File: config.mk
export PLATFORM = sky130hd
export DESIGN_NAME = mem_stage
export DESIGN_NICKNAME = d
export VERILOG_FILES = /design/src/rtl/mem_stage.sv
export SDC_FILE = /design/constraint.sdc
export NUM_CORES = 1
export LEC_CHECK = 0
export CAP_MARGIN = 15
export CORE_UTILIZATION = 38
export CTS_CLUSTER_DIAMETER = 150
export CTS_CLUSTER_SIZE = 14
export DETAILED_ROUTE_END_ITERATION = 16
export GPL_TIMING_DRIVEN = 0
export HOLD_SLACK_MARGIN = 0.1
export PLACE_DENSITY = 0.74
export SLEW_MARGIN = 20
export SYNTH_ARGS = -nofsm -noshare
export SYNTH_HDL_FRONTEND = slang
export SYNTH_SLANG_ARGS = --single-unit
File: constraint.sdc
create_clock -name clk -period 2.73 [get_ports clk]
set_input_delay 0.4095 -clock clk [delete_from_list [all_inputs] [get_ports clk]]
set_output_delay 0.4095 -clock clk [all_outputs]
set_load 0.1 [all_outputs]
File: src/rtl/mem_stage.sv
// MEM pipeline stage: IDLE/ACCESS/DONE handshake with data memory, registered results to MEM/WB.
// Optional access timeout enabled by defining MEM_STAGE_TIMEOUT_EN (limit set by TIMEOUT_CYC).
module mem_stage #(
  parameter int TIMEOUT_CYC = 16
) (
  input  logic        clk,
  input  logic        rst,
  input  logic        mem_read,
  input  logic        mem_write,
  input  logic [31:0] ALU,
  input  logic [31:0] dato_wr,
  input  logic [4:0]  rd,
  input  logic [4:0]  rt,
  output logic        dmem_req,
  output logic        dmem_we,
  output logic [31:0] dmem_addr,
  output logic [31:0] dmem_wdata,
  input  logic [31:0] dmem_rdata,
  input  logic        dmem_ack,
  output logic [31:0] dato_mem,
  output logic [31:0] ALU_out,
  output logic [4:0]  rd_out,
  output logic [4:0]  rt_out,
  output logic        stall,
  output logic        mem_err
);

`ifdef MEM_STAGE_TIMEOUT_EN
  localparam bit TO_EN = 1'b1;
`else
  localparam bit TO_EN = 1'b0;
`endif
  localparam logic [7:0] TO_LIM = 8'(TIMEOUT_CYC - 1);

  typedef enum logic [1:0] {IDLE, ACCESS, DONE} state_t;

  state_t      state;
  logic [31:0] lat_alu, lat_wdata;
  logic [4:0]  lat_rd, lat_rt;
  logic        lat_we;
  logic [7:0]  to_cnt;

  logic req_any, aligned;
  assign req_any = mem_read | mem_write;
  assign aligned = (ALU[1:0] == 2'b00);

  // DONE releases stall even if a new access is presented; the request is latched on that edge.
  assign stall      = ((state == IDLE) && req_any && aligned) || (state == ACCESS);
  assign dmem_we    = lat_we;
  assign dmem_addr  = lat_alu;
  assign dmem_wdata = lat_wdata;

  always_ff @(posedge clk) begin
    if (rst) begin
      state     <= IDLE;
      dato_mem  <= '0;
      ALU_out   <= '0;
      rd_out    <= '0;
      rt_out    <= '0;
      mem_err   <= 1'b0;
      dmem_req  <= 1'b0;
      to_cnt    <= '0;
      lat_alu   <= '0;
      lat_wdata <= '0;
      lat_rd    <= '0;
      lat_rt    <= '0;
      lat_we    <= 1'b0;
    end else begin
      mem_err <= 1'b0;
      case (state)
        ACCESS: begin
          if (dmem_ack) begin
            dato_mem <= lat_we ? 32'h0 : dmem_rdata;
            ALU_out  <= lat_alu;
            rd_out   <= lat_rd;
            rt_out   <= lat_rt;
            dmem_req <= 1'b0;
            state    <= DONE;
          end else if (TO_EN && to_cnt == TO_LIM) begin
            dato_mem <= '0;
            rd_out   <= '0;
            rt_out   <= '0;
            mem_err  <= 1'b1;
            dmem_req <= 1'b0;
            state    <= DONE;
          end else if (TO_EN) begin
            to_cnt <= to_cnt + 8'd1;
          end
        end
        default: begin
          state <= IDLE;
          if (req_any && aligned) begin
            lat_alu   <= ALU;
            lat_wdata <= dato_wr;
            lat_rd    <= rd;
            lat_rt    <= rt;
            lat_we    <= mem_write;
            rd_out    <= '0;
            rt_out    <= '0;
            to_cnt    <= '0;
            dmem_req  <= 1'b1;
            state     <= ACCESS;
          end else begin
            // Plain pass-through, or a misaligned access squashed into a bubble with an error pulse.
            ALU_out  <= ALU;
            dato_mem <= '0;
            rd_out   <= req_any ? 5'd0 : rd;
            rt_out   <= req_any ? 5'd0 : rt;
            mem_err  <= req_any;
          end
        end
      endcase
    end
  end

endmodule
==> results.ini, run 1 <==
[floorplanning]
die_w_um = 141.1
initial_utilization_pct = 39.05
fp.dieH_um = 141.1
coreArea_um2 = 18830
ios = 253
die-area_um2 = 19910
num_rows = 50

[route]
drcViolationCount = 0
drt-wirelength-per-cell_um = 20.19
postRouteWirelength_um = 27870
num_vias = 8188
drt-pass1-iter-count = 6
via_per_inst = 5.933
ant_nets = 0
drt_iter0_markers = 663

[setup_path]
worst-path-max-fanout = 19
cp-start-kind = input pin
cpPeakStageDelay_ns = 0.54
endpoint_kind = output port
arrival_ns = 2.12
crit_chain = clkdlybuf4s50_1, or2_2, buf_2, buf_4, a21oi_1, nor2_1, buf_6
crit_type = input pin to output port
crit_buf_inv = 4
path_delay_family = buffers and inverters
critPathRequiredTime_ns = 2.32
cp_slowest_cell = clkdlybuf4s50_1

[placement]
port_buffers = 252
gp_congestion = 0.8510
pre_cts_slack_ns = -0.9922
dp_hpwl_um = 19710
dp_cells = 1350
place_area_um2 = 10200

[finish]
drive_gt1_share_pct = 9.018
fin_cells = 1380
diodes = 0
design_area_um2 = 10840
area_growth_pct = 47.46
fin_nets = 1218

[clock_network]
cts.reportedPaths.clkPinSlew_ns = 0.07
root_buffer = clkbuf_16
tritoncts = yes
ctsHtreeMaxLevel = 4
numClockSinks = 153
clk_latency_ns = 0.43
numCtsBuffers = 17
cts_buffer_depth = 2

[synthesis]
synth_top_area_cell = dfxtp_1
synth_edf_count = 0
yosysTopAreaCellShare_pct = 41.65
synth_seq_area_share_pct = 41.65
synthArstFlopShare_pct = 0
synth_seq_cells = 153
syn_avg_cell_area_um2 = 8.775
ys_warn_count = 0
syn_inst = 838
ys_types = 31
synth_most_common_cell = dfxtp_1
ys_top_cells_by_count = 153 x dfxtp_1, 85 x a21oi_1, 73 x o31ai_1
ys.flop_type = dfxtp_1
synth_area_um2 = 7353
synth_area_leaders = dfxtp_1 42%, o31ai_1 7.5%, nand4_1 6.1%
syn_nets = 949

[sta]
period_needed_ns = 2.530
final.period_utilization_pct = 92.67
drv_slew = 0
hold_violations = 0
clock_skew_ns = 0.006956
finalSetupTns_ns = 0
setup_viol = 0
fmax_ghz = 0.3953
postLayoutSetupSlackWorst_ns = 0.2002
relSlewSlack_pct = 29.14
tightestPinTransition_ns = 1.060
rsz0062_at_grt = false

[global_routing]
grt_pass1_vias = 7798
grt.overflow.total = 0
track_usage_pct = 27.75
grt_pass1_wl_um = 43140
grt_max_degree = 20
antenna_found_initial = 0

[outcome]
status = completed

[pwr]
power.density_nw_per_um2 = 610.8
p_leak_nw = 3.807
peakVddDrop_mv = 0.4495

[worst_hold_path]
hp-class = flop to flop

[job]
max_cap_violations = 0

-- flip-flops by register name, indices dropped and copies added (netlist names), 2 cells and up --
signal	count
ALU_out	32
dato_mem	32
dmem_addr	32
dmem_wdata	32
lat_rd	5
lat_rt	5
rd_out	5
rt_out	5
state	2
-- repair_timing --
item | 4_1_cts | 5_1_grt
hold buffers | 0 | 0
setup buffers | 0 | 0
endpoints found under the setup margin | 1 | 1
resized for setup | 8 | 0
-- worst paths after layout --
path	start	endpoint	slack, ns	cells past startpoint
max	mem_write	stall	0.20	7
min reg2reg	dmem_wdata[3]	dmem_wdata[3]	0.47	2
max reg2reg	state[1]	ALU_out[20]	0.91	5
min	dmem_wdata[3]	dmem_wdata[3]	0.47	2
-- layout make-up --
cell class | count | area, um^2
well taps | 260 | 325.3
clock buffers | 19 | 452.9
fillers | 1668 | 7988
plain buffers | 119 | 551.8
multi-input cells | 563 | 3731
inverters | 1 | 3.754
flip-flops and latches | 153 | 3063
repair buffers | 252 | 2524
clock inverters | 13 | 191.4
-- cells in the final DEF, fill, tap and decap left out, types with 2 or more instances in the layout --
| cell type | n |
|---|---|
| clkdlybuf4s50_1 | 251 |
| dfxtp_1 | 153 |
| a21oi_1 | 85 |
| o31ai_1 | 73 |
| nand4_1 | 72 |
| clkbuf_1 | 54 |
| buf_2 | 48 |
| nand3_1 | 42 |
| nand2b_1 | 34 |
| nor4_1 | 33 |
| nor4b_1 | 32 |
| a211o_1 | 32 |
| o21ai_0 | 32 |
| a211oi_1 | 32 |
| a311oi_1 | 32 |
| and2_1 | 30 |
| clkbuf_16 | 17 |
| buf_1 | 10 |
| mux2_2 | 10 |
| nand2_1 | 10 |
| buf_6 | 6 |
| bufinv_16 | 4 |
| nor2_1 | 3 |
| clkinv_4 | 3 |
| buf_4 | 2 |
| mux2i_1 | 2 |
| nor3b_1 | 2 |
| clkbuf_8 | 2 |
| clkinv_2 | 2 |
| clkinvlp_4 | 2 |
-- through the flow --
stage | power (mW) | utilization [%] | hold WS [ns]
floorplan | 3.518 | - | 0.4448
global placement | 4.046 | 54.17 | 0.4548
detailed placement | 4.054 | 54.17 | 0.4614
CTS | 6.638 | 57.60 | 0.4707
global route | 6.820 | 57.58 | 0.4830
finish | 6.622 | 57.58 | 0.4722
-- kinds of logic after synthesis --
kind of cell           count (synthesis)  synth area share [%]
AO/OA/AOI/OAI                        286                 26.31
AND/OR/NAND/NOR                      265                 22.56
flip-flops                           153                 41.65
buffers and inverters                122                 7.674
multiplexers                          12                 1.804
-- tightest hold or removal path: cells and delay by family, from the launching register on --
family	cells	cell delay, ns
AOI/OAI and AO/OA	2	0.12
DFF	1	0.31
-- metal layers --
metal	vias to the layer above	wire length (um)	global-route usage, %	share of wire (%)
met2	396	13040	44.42	47
met5	-	0	0	0
met4	0	704	11.21	2.5
met1	3935	11630	35.23	42
li1	3814	-	-	-
met3	43	2493	7.541	8.9
-- where the power goes --
group	leakage (nW)	switching [mW]	internal, mW
Clock	0.311	1.01	1.59
Sequential	1.25	0.0762	2.33
Combinational	2.25	1.15	0.455
Total	3.81	2.24	4.38
Power figures use the tool's default switching activity.
==> run 2, diff against run 1 <==
--- a/config.mk
+++ b/config.mk
@@ -5,7 +5,8 @@
 export SDC_FILE = /design/constraint.sdc
 export NUM_CORES = 1
 export LEC_CHECK = 0
-export CAP_MARGIN = 15
+export CAP_MARGIN = 40
+export CORE_ASPECT_RATIO = 0.7
 export CORE_UTILIZATION = 38
 export CTS_CLUSTER_DIAMETER = 150
 export CTS_CLUSTER_SIZE = 14
@@ -13,6 +14,7 @@
 export GPL_TIMING_DRIVEN = 0
 export HOLD_SLACK_MARGIN = 0.1
 export PLACE_DENSITY = 0.74
+export SETUP_SLACK_MARGIN = 0.02
 export SLEW_MARGIN = 20
 export SYNTH_ARGS = -nofsm -noshare
 export SYNTH_HDL_FRONTEND = slang
==> run 2 against run 1 <==
Combinational power is 27% higher. Largest power group is now sequential cells. Register-to-register slack worse by 0.02 ns. Critical path type unchanged. Clock skew is 0.0029 ns higher. Routed wire length is 16% higher. Highest routed layer unchanged. Via count is 12% higher. Global-route usage is 4.4 points higher. Fmax is 1.2% higher. Die area hardly changed. Clock-buffer cell count is 2 higher. Setup slack better by 0.030 ns.
==> results.ini, run 2 (same netlist as run 1, synthesis figures left out) <==
[pwr]
p_leak_nw = 4.969
power.density_nw_per_um2 = 506.4
peakVddDrop_mv = 0.3962
finalPower_mw = 6.765

[placement]
port_buffers = 252
gp_congestion = 0.8501
dp_cells = 1474
dp_hpwl_um = 23760
place_area_um2 = 12800
pre_cts_slack_ns = -0.4992

[setup_path]
arrival_ns = 2.09
worst-path-max-fanout = 19
crit_type = input pin to output port
endpoint_kind = output port
critPathRequiredTime_ns = 2.32
cp-start-kind = input pin

[sta]
clock_skew_ns = 0.009863
period_needed_ns = 2.499
final.period_utilization_pct = 91.55
hold_violations = 0
relSlewSlack_pct = 45.59
postLayoutSetupSlackWorst_ns = 0.2306
setup_viol = 0
rsz0062_at_grt = false
drv_slew = 0
holdWs_ns = 0.4714
fmax_ghz = 0.4001
tightestPinTransition_ns = 0.8162

[finish]
ff_latch_area_um2 = 3063
drive_gt1_share_pct = 19.05
design_area_um2 = 13360
diodes = 0
multiInputGateArea_um2 = 3731
final_cell_mix = 251 x clkdlybuf4s50_1, 153 x dfxtp_1, 104 x buf_8
nFillCells = 1383
area_growth_pct = 81.66
final_common_cell = clkdlybuf4s50_1
fin_nets = 1359
fin_cells = 1502

[global_routing]
grt_pass1_vias = 8928
grt_pass1_wl_um = 50540
grt_max_degree = 20
antenna_found_initial = 0
track_usage_pct = 32.17
grt.overflow.total = 0

[route]
drt-wirelength-per-cell_um = 21.57
drt-pass1-iter-count = 7
ant_nets = 0
drcViolationCount = 0
drt_iter0_markers = 1045
via_per_inst = 6.103
num_vias = 9167
postRouteWirelength_um = 32400

[floorplanning]
num_rows = 42
ios = 253
coreArea_um2 = 18920
initial_utilization_pct = 38.87
fp.dieH_um = 118.4
die-area_um2 = 19920
die_w_um = 168.3

[clock_network]
ctsHtreeMaxLevel = 4
numCtsBuffers = 17
clk_latency_ns = 0.43
numClockSinks = 153
root_buffer = clkbuf_16
cts_buffer_depth = 2
cts.reportedPaths.clkPinSlew_ns = 0.06
tritoncts = yes

[job]
max_cap_violations = 0

[worst_hold_path]
hp-class = flop to flop

[outcome]
status = completed

run 2: per-layer routing:
metal | up-vias | GRT usage, % | part of all wire (%) | routed length (um)
met5 | - | 0 | 0 | 0
li1 | 4091 | - | - | -
met4 | 0 | 10.97 | 3.0 | 980
met2 | 578 | 50.78 | 46 | 14900
met1 | 4419 | 44.11 | 43 | 13990
met3 | 79 | 5.760 | 7.8 | 2524
run 2: final cells by class:
| cell class | instances | area share (%) |
|---|---|---|
| plain buffers | 119 | 4.187 |
| clock buffers | 21 | 3.522 |
| clock inverters | 10 | 0.7119 |
| inverters | 1 | 0.02810 |
| multi-input cells | 563 | 27.93 |
| flip-flops and latches | 153 | 22.93 |
| well taps | 242 | 2.267 |
| repair buffers | 393 | 38.42 |
run 2: what timing repair did:
item	CTS	global route
resized for setup	3	0
hold buffers	0	0
setup endpoints to repair	1	0
setup buffers	0	0
run 2: critical path, cell delays in order:
cell and delay, ns:
clkdlybuf4s50_1 0.50, or2_2 0.11, buf_2 0.23, buf_8 0.22, a21oi_1 0.10, nor2_1 0.28
buf_16 0.21
run 2: final timing paths:
check | depth (start not counted) | start | to | slack, ns
hold / removal | 2 | dmem_wdata[10] | dmem_wdata[10] | 0.47
hold reg to reg | 2 | dmem_wdata[10] | dmem_wdata[10] | 0.47
setup / recovery | 7 | mem_write | stall | 0.23
setup reg to reg | 5 | state[1] | ALU_out[28] | 0.89
run 2: stage by stage:
stage                     util (%)  setup TNS (ns)
after floorplan                  -               0
after global placement       53.80         -0.8861
after detailed placement     67.65         -0.4992
after CTS                    70.61               0
after global routing         70.61               0
final                        70.61               0
run 2: power by group:
| part | total (mW) | internal [mW] | leakage (nW) | switching, mW |
|---|---|---|---|---|
| logic | 2.04 | 0.776 | 3.44 | 1.26 |
| registers | 2.42 | 2.34 | 1.25 | 0.0810 |
| clock network | 2.31 | 1.32 | 0.275 | 0.988 |
==> run 3, diff against run 2 <==
==> constraint.sdc (replaced) <==
create_clock -name clk -period 2.38 [get_ports clk]
set_input_delay 0.357 -clock clk [delete_from_list [all_inputs] [get_ports clk]]
set_output_delay 0.357 -clock clk [all_outputs]
set_load 0.1 [all_outputs]
==> run 3 against run 2 <==
Via count down 0.22%. Highest routed layer unchanged. Critical path type is now input pin to flop. Routed wire length up 0.29%. Clock skew up 0.0026 ns. Critical endpoint is now rt_out[2].
==> results.ini, run 3 (same netlist as run 1, synthesis figures left out) <==
[sta]
drv_slew = 0
relSlewSlack_pct = 49.26
fmax_ghz = 0.4355
hold_violations = 0
final.period_utilization_pct = 96.48
rsz0062_at_grt = false
setup_viol = 0
period_needed_ns = 2.296
finalSetupTns_ns = 0
clock_skew_ns = 0.01251
tightestPinTransition_ns = 0.7611

[floorplanning]
die-area_um2 = 19920
coreArea_um2 = 18920
initial_utilization_pct = 38.87
die_w_um = 168.3
num_rows = 42
ios = 253
fp.dieH_um = 118.4

[finish]
final_common_cell = clkdlybuf4s50_1
final_cell_mix = 251 x clkdlybuf4s50_1, 153 x dfxtp_1, 110 x buf_8
drive_gt1_share_pct = 19.41
diodes = 0
fin_nets = 1360
area_growth_pct = 80.94

[setup_path]
cpPeakStageDelay_ns = 0.66
critPathRequiredTime_ns = 2.67
crit_chain = clkdlybuf4s50_1, buf_2, clkbuf_1, clkbuf_1, a21oi_1
crit_type = input pin to flop
arrival_ns = 2.58
cpMostUsedCell = clkbuf_1
endpoint_kind = flop
cp_slowest_cell = clkdlybuf4s50_1
worst-path-max-fanout = 10
cp-start-kind = input pin

[pwr]
p_leak_nw = 4.948
power.density_nw_per_um2 = 584.3
peakVddDrop_mv = 0.4205
finalPower_mw = 7.775

[job]
max_cap_violations = 0

[clock_network]
numClockSinks = 153
clk_latency_ns = 0.43
cts_hold_buf = 0
tritoncts = yes
cts.reportedPaths.clkPinSlew_ns = 0.07
root_buffer = clkbuf_16
numCtsBuffers = 17
cts_buffer_depth = 2
ctsHtreeMaxLevel = 4

[global_routing]
antenna_found_initial = 0
grt_max_degree = 20
grt_pass1_vias = 8837
grt_pass1_wl_um = 49770
track_usage_pct = 32.03
grt.overflow.total = 0

[placement]
gp_congestion = 0.8352
dp_hpwl_um = 23850
port_buffers = 252

[route]
ant_nets = 0
drcViolationCount = 0
drt-wirelength-per-cell_um = 21.60
postRouteWirelength_um = 32490
via_per_inst = 6.082
drt_iter0_markers = 1125
num_vias = 9147
drt-pass1-iter-count = 5

[outcome]
status = completed

[worst_hold_path]
hp-class = flop to flop

[run 3: changes by cell type in the layout (fill, tap and decap cells not counted), sizes merged]
cell / before / now
clkbuf: 75 / 71
inv: 2 / 6
buf: 207 / 208
clkinvlp: 2 / 3
[run 3: report_power, final]
group | leakage, nW | switching [mW] | total, mW | internal (mW)
registers | 1.25 | 0.0925 | 2.77 | 2.68
logic | 3.43 | 1.44 | 2.33 | 0.884
clock network | 0.273 | 1.22 | 2.68 | 1.46
[run 3: final cells by class]
class	instances	area, um^2
flip-flops and latches	153	3063
multi-input cells	563	3740
plain buffers	118	554.3
well taps	242	302.8
repair buffers	395	5072
clock inverters	15	143.9
clock buffers	17	425.4
inverters	1	3.754
fillers	1309	5613
[run 3: timing repair]
action	CTS	global route
endpoints found under the setup margin	1	0
setup buffers	2	0
resized for setup	5	0
[run 3: per-stage QoR]
step	hold slack, ns	area, um^2	utilization (%)	cells	worst slack, ns
finish	0.4705	13310	70.33	1504	0.08367
global route	0.4846	13310	70.33	1504	0.05181
floorplan	0.4448	7356	-	838	0.2459
global placement	0.4538	10180	53.82	1332	-1.103
detailed placement	0.4606	12730	67.27	1474	-0.6908
CTS	0.4697	13310	70.33	1504	0.2011
[run 3: final timing paths]
path,to,cells past startpoint,slack (ns),startpoint
worst min-delay path,dmem_wdata[10],2,0.47,dmem_wdata[10]
worst max register to register,ALU_out[29],5,0.56,state[1]
worst min register to register,dmem_wdata[10],2,0.47,dmem_wdata[10]
worst max-delay path,rt_out[2],5,0.08,rst
[run 3: critical path, delay by kind of cell]
| family | cells | cell delay (ns) |
|---|---|---|
| compound gates | 1 | 0.11 |
| buf+inv | 4 | 2.11 |
[run 3: routing by layer]
metal	global-route usage (%)	part of all wire (%)	vias to the layer above
li1	-	-	4093
met1	42.65	42	4372
met2	49.82	46	592
met3	7.569	9.1	90
met4	12.84	3.2	0
met5	0	0	-
